### config.mk
export PLATFORM = sky130hd
export DESIGN_NAME = zbus_arbiter
export DESIGN_NICKNAME = d
export VERILOG_FILES = /design/src/rtl/zbus_pkg.sv /design/src/rtl/zbus_sync.sv /design/src/rtl/zbus_arbiter.sv
export SDC_FILE = /design/constraint.sdc
export NUM_CORES = 1
export LEC_CHECK = 0
export ABC_AREA = 1
export ABC_CLOCK_PERIOD_IN_PS = 3000
export BUFFER_PORTS_ARGS = -buffer_cell sky130_fd_sc_hd__buf_4
export CAP_MARGIN = 20
export CORE_MARGIN = 2
export CORE_UTILIZATION = 55
export CTS_CLUSTER_SIZE = 10
export DETAILED_ROUTE_END_ITERATION = 8
export PLACE_DENSITY = 0.82
export SKIP_CTS_REPAIR_TIMING = 1
export SLEW_MARGIN = 20
export SYNTH_ARGS = -nofsm -noshare
export SYNTH_HDL_FRONTEND = slang
export SYNTH_SLANG_ARGS = --single-unit
### constraint.sdc
create_clock -name MCLK -period 3 [get_ports MCLK]
set_input_delay 0.6 -clock MCLK [delete_from_list [all_inputs] [get_ports MCLK]]
set_output_delay 0.6 -clock MCLK [all_outputs]
set_load 0.01 [all_outputs]
### src/rtl/zbus_pkg.sv
// zbus_pkg: state encoding and default access wait shared by the Z80 bus arbiter
package zbus_pkg;
   typedef enum logic [2:0] {IDLE, REQ, GRANT, ACCESS, RELEASE} state_t;
   localparam int WAIT_CYC_DEF = 3;
endpackage

### src/rtl/zbus_sync.sv
// zbus_sync: two-flop synchronizer advancing on clock-enable ticks, preset high on reset
module zbus_sync (
   input  logic clk,
   input  logic rst,
   input  logic en,
   input  logic d,
   output logic q
);
   logic [1:0] sync_q, sync_d;
   always_comb sync_d = en ? {sync_q[0], d} : sync_q;
   always_ff @(posedge clk)
      if (rst) sync_q <= 2'b11;
      else sync_q <= sync_d;
   assign q = sync_q[1];
endmodule

### src/rtl/zbus_arbiter.sv
// zbus_arbiter: 68k/Z80 bus arbiter; Z80 bank shift register built only with ZBUS_BANK_REG_EN
module zbus_arbiter
   import zbus_pkg::*;
#(
   parameter int WAIT_CYC = WAIT_CYC_DEF
) (
   input  logic       MCLK,
   input  logic       SRES,
   input  logic       MCLK_e,
   input  logic       reg_wr,
   input  logic       reg_sel,
   input  logic       reg_d,
   input  logic       ZBAK,
   input  logic       v_req,
   output logic       v_done,
   output logic       ZBR,
   output logic       ZRES,
   output logic       za_en,
   output logic       bus_status,
   input  logic       z_bank_wr,
   input  logic       z_bank_d,
   output logic [8:0] bank
);
   state_t     state_q, state_d;
   logic [3:0] cnt_q, cnt_d;
   logic       busreq_q, busreq_d, zres_q, zres_d, hold_q, hold_d;
   logic       zbr_q, zbr_d, bs_q, bs_d, za_en_q, za_en_d, v_done_q, v_done_d;
   logic       zbak_s;

   zbus_sync u_sync (.clk(MCLK), .rst(SRES), .en(MCLK_e), .d(ZBAK), .q(zbak_s));

   always_comb begin
      busreq_d = (reg_wr && !reg_sel) ? reg_d : busreq_q;
      zres_d   = (reg_wr && reg_sel) ? reg_d : zres_q;
      hold_d   = hold_q && v_req;
      cnt_d    = cnt_q;
      state_d  = state_q;
      unique case (state_q)
         IDLE:    state_d = busreq_q ? REQ : IDLE;
         REQ:     state_d = !busreq_q ? RELEASE : (!zbak_s || !zres_q) ? GRANT : REQ;
         GRANT:
            if (v_req && !hold_q) begin
               state_d = ACCESS;
               cnt_d   = 4'(WAIT_CYC);
            end else if (!busreq_q) state_d = RELEASE;
         ACCESS:
            // a still-high v_req after completion must drop before another access starts
            if (cnt_q == 4'd0) begin
               state_d = GRANT;
               hold_d  = v_req;
            end else cnt_d = cnt_q - 4'd1;
         RELEASE: state_d = (zbak_s || !zres_q) ? IDLE : RELEASE;
         default: state_d = IDLE;
      endcase
      zbr_d    = !(state_d inside {REQ, GRANT, ACCESS});
      bs_d     = !(state_d inside {GRANT, ACCESS});
      za_en_d  = state_d == ACCESS;
      v_done_d = (state_d == ACCESS) && (cnt_d == 4'd0);
   end

   always_ff @(posedge MCLK)
      if (SRES) begin
         state_q  <= IDLE;
         cnt_q    <= 4'd0;
         busreq_q <= 1'b0;
         zres_q   <= 1'b0;
         hold_q   <= 1'b0;
         zbr_q    <= 1'b1;
         bs_q     <= 1'b1;
         za_en_q  <= 1'b0;
         v_done_q <= 1'b0;
      end else if (MCLK_e) begin
         state_q  <= state_d;
         cnt_q    <= cnt_d;
         busreq_q <= busreq_d;
         zres_q   <= zres_d;
         hold_q   <= hold_d;
         zbr_q    <= zbr_d;
         bs_q     <= bs_d;
         za_en_q  <= za_en_d;
         v_done_q <= v_done_d;
      end

   assign ZBR        = zbr_q;
   assign ZRES       = zres_q;
   assign bus_status = bs_q;
   assign za_en      = za_en_q;
   assign v_done     = v_done_q;

`ifdef ZBUS_BANK_REG_EN
   logic [8:0] bank_q, bank_d;
   always_comb bank_d = (MCLK_e && z_bank_wr) ? {z_bank_d, bank_q[8:1]} : bank_q;
   always_ff @(posedge MCLK)
      if (SRES) bank_q <= 9'h000;
      else bank_q <= bank_d;
   assign bank = bank_q;
`else
   logic bank_unused;
   assign bank_unused = z_bank_wr ^ z_bank_d;
   assign bank = 9'h000;
`endif
endmodule

==> reports/summary.txt <==
count of final setup violators - 0
IO Count - 24
min Tclk post-route - 1480 ps
worst hold path startpoint - bus_status$_SDFFE_PP1P_
first-pass GRT wire length - 2970 um
core box area - 1560 sq um
Synth top cells by count - nand2_1, dfxtp_1, inv_1
CP max FO - 5
Reg2Reg Launch Point - cnt_q[0]$_SDFFE_PP0P_
CTS HTree Levels - 1
WP data arrival - 1720 ps
Post-synth EDFFs - 0
dpl cell area - 973 sq um
Worst Setup Path Type - flop to flop
total negative slack - 0 ps
vias per std cell - 5.39
die area - 2060 sq um
clock buffer depth - 2
P&R area growth vs syn - 5.85%
count leader, synth - nand2_1
Worst-path clk slew - 90 ps
register area share after synthesis - 34.0%
# rows - 14
Period Utilization, post-route - 49.4%
vias - 852
placed wire-length estimate - 1280 um
critical path's slowest cell - dfxtp_1
Nets - 155
Cell Area, Synth - 941 sq um
vias in the first global route - 722
Worst EP required - 3240 ps
number of diodes - 0
post-synthesis register bit count - 16
GRT Total Usage - 20.0%
Top FF cell, synth - dfxtp_1
slowest stage delay, CP - 320 ps
area of the multi-input gates - 479 sq um
CP cell instances - inv_1 -> ha_1 -> nand2_2 -> nand2_2 -> inv_2 -> a21oi_2 -> nand2_1 -> nor2_1 -> nand2_1 -> nand3_1
Async S/R FF share, synth - 0%
status - finished clean
antenna violations before repair - 0
Remaining DRCs - 0
Yosys cell types - 29
largest cells by area after synthesis - dfxtp_1, nand2_1, buf_4
FF/Latch Area - 320 sq um
CTS tree - built
die width - 45.4 um
Leak - 0.000471 uW
Final Util - 63.9%
CP startpoint - cnt_q[0]$_SDFFE_PP0P_
cts bufs inserted - 3
routability cong. - 0.777
average size of a mapped cell - 7.13 sq um
final wirelength - 1770 um
HP Class - flop to flop
root buffer cell - clkbuf_4
setup ws final - 1520 ps
total gr overflow - 0
Die H - 45.4 um
count of final hold-check violations - 0
Yosys top cell area share - 34.0%
Cell Pwr Density - 412 nW/um^2
Final Instance Area - 996 sq um
YS warnings - 0
fraction of layout cells with a size suffix above 1 - 18.3%
Routed Antenna Nets - 0
Skew-Pair Late Insertion Delay - 290 ps
Crit. End Element - flop
dominant cell type by area after synthesis - dfxtp_1
Initial Util - 60.4%
power consumption - 410 uW
First-pass DRT Iterations - 4
clock skew - 1.48 ps
largest net degree at the start of global routing - 17
Slew Viols, Final - 0
Iteration-0 DRC Markers - 45
unrepaired setup endpoints after global routing - false
Synth Instances - 132
Filler Cells Inserted - 138
Setup crit start kind - flop
WL/cell - 11.2 um
Sinks on Clock Net - 16
maximum vdd drop - 322 uV
IO buf count - 12
max-cap viol count - 0
Max Clock Freq - 674 MHz
Placement Setup Slack - 1440 ps
-- power by group --
part           total [uW]  switching (uW)  internal [uW]
Sequential            229            7.78            221
Clock                 117            70.2           46.8
Combinational        64.5            41.2           23.3
-- logic make-up after synthesis --
kind of cell | after synthesis | synth area share (%)
buffers and inverters | 30 | 18.2
AO/OA/AOI/OAI | 24 | 15.4
XOR/XNOR | 1 | 0.931
other | 1 | 0.399
adder cells (fa/ha/maj) | 1 | 1.33
AND/OR/NAND/NOR | 59 | 29.7
flip-flops | 16 | 34.0
-- flip-flops by register name (all words and copies together) (netlist names) --
name	flops
v_done	1
busreq_q	1
ZBR	1
cnt_q	4
ZRES	1
bus_status	1
state_q	3
u_sync.sync_q	2
hold_q	1
za_en	1
-- routing by layer --
layer | up-vias | GRT usage (%) | share of wire (%)
li1 | 435 | - | -
met1 | 388 | 27.9 | 46
met2 | 26 | 30.9 | 48
met3 | 3 | 2.40 | 4.4
met4 | 0 | 8.82 | 1.4
met5 | - | 0 | 0
-- path summary, 6_finish.rpt --
path / endpoint / slack (ps) / cells past startpoint
setup / recovery: ZBR$_SDFFE_PP1P_ / 1520 / 10
hold / removal: bus_status$_SDFFE_PP1P_ / 470 / 2
setup reg to reg: ZBR$_SDFFE_PP1P_ / 1520 / 10
hold reg to reg: bus_status$_SDFFE_PP1P_ / 470 / 2
-- metrics by stage --
step,hold slack (ps),instances
2_1_floorplan,429,140
3_3_place_gp,438,155
3_5_place_dp,450,155
4_1_cts,472,158
5_1_grt,514,158
6_report,468,158
-- worst max-delay path: cells and delay by family, from the launching register on --
kind,cells,cell delay [ps]
buf+inv,2,180
simple gates,6,550
flops,1,320
fa+ha+maj,1,240
compound gates,1,150
-- cell type report --
cell class,count,area share (%)
Clock buffer,3,2.26
Sequential cell,16,32.2
Inverter,17,6.41
Timing Repair Buffer,12,9.05
Multi-Input combinational cell,94,48.1
Tap cell,16,2.01
-- cell usage in the layout (no fill, tap or decap), types with 2 or more instances in the layout --
cell	instances
inv_1	16
nand3_1	11
nand4_1	3
clkbuf_4	3
a21oi_2	2
a211oi_1	3
a21oi_1	9
o21ai_0	3
buf_4	12
conb_1	9
nor2_1	13
dfxtp_1	16
nand2_1	22
o21ai_1	4
nand2_2	4
No activity file was read; power rests on OpenSTA's default activity.
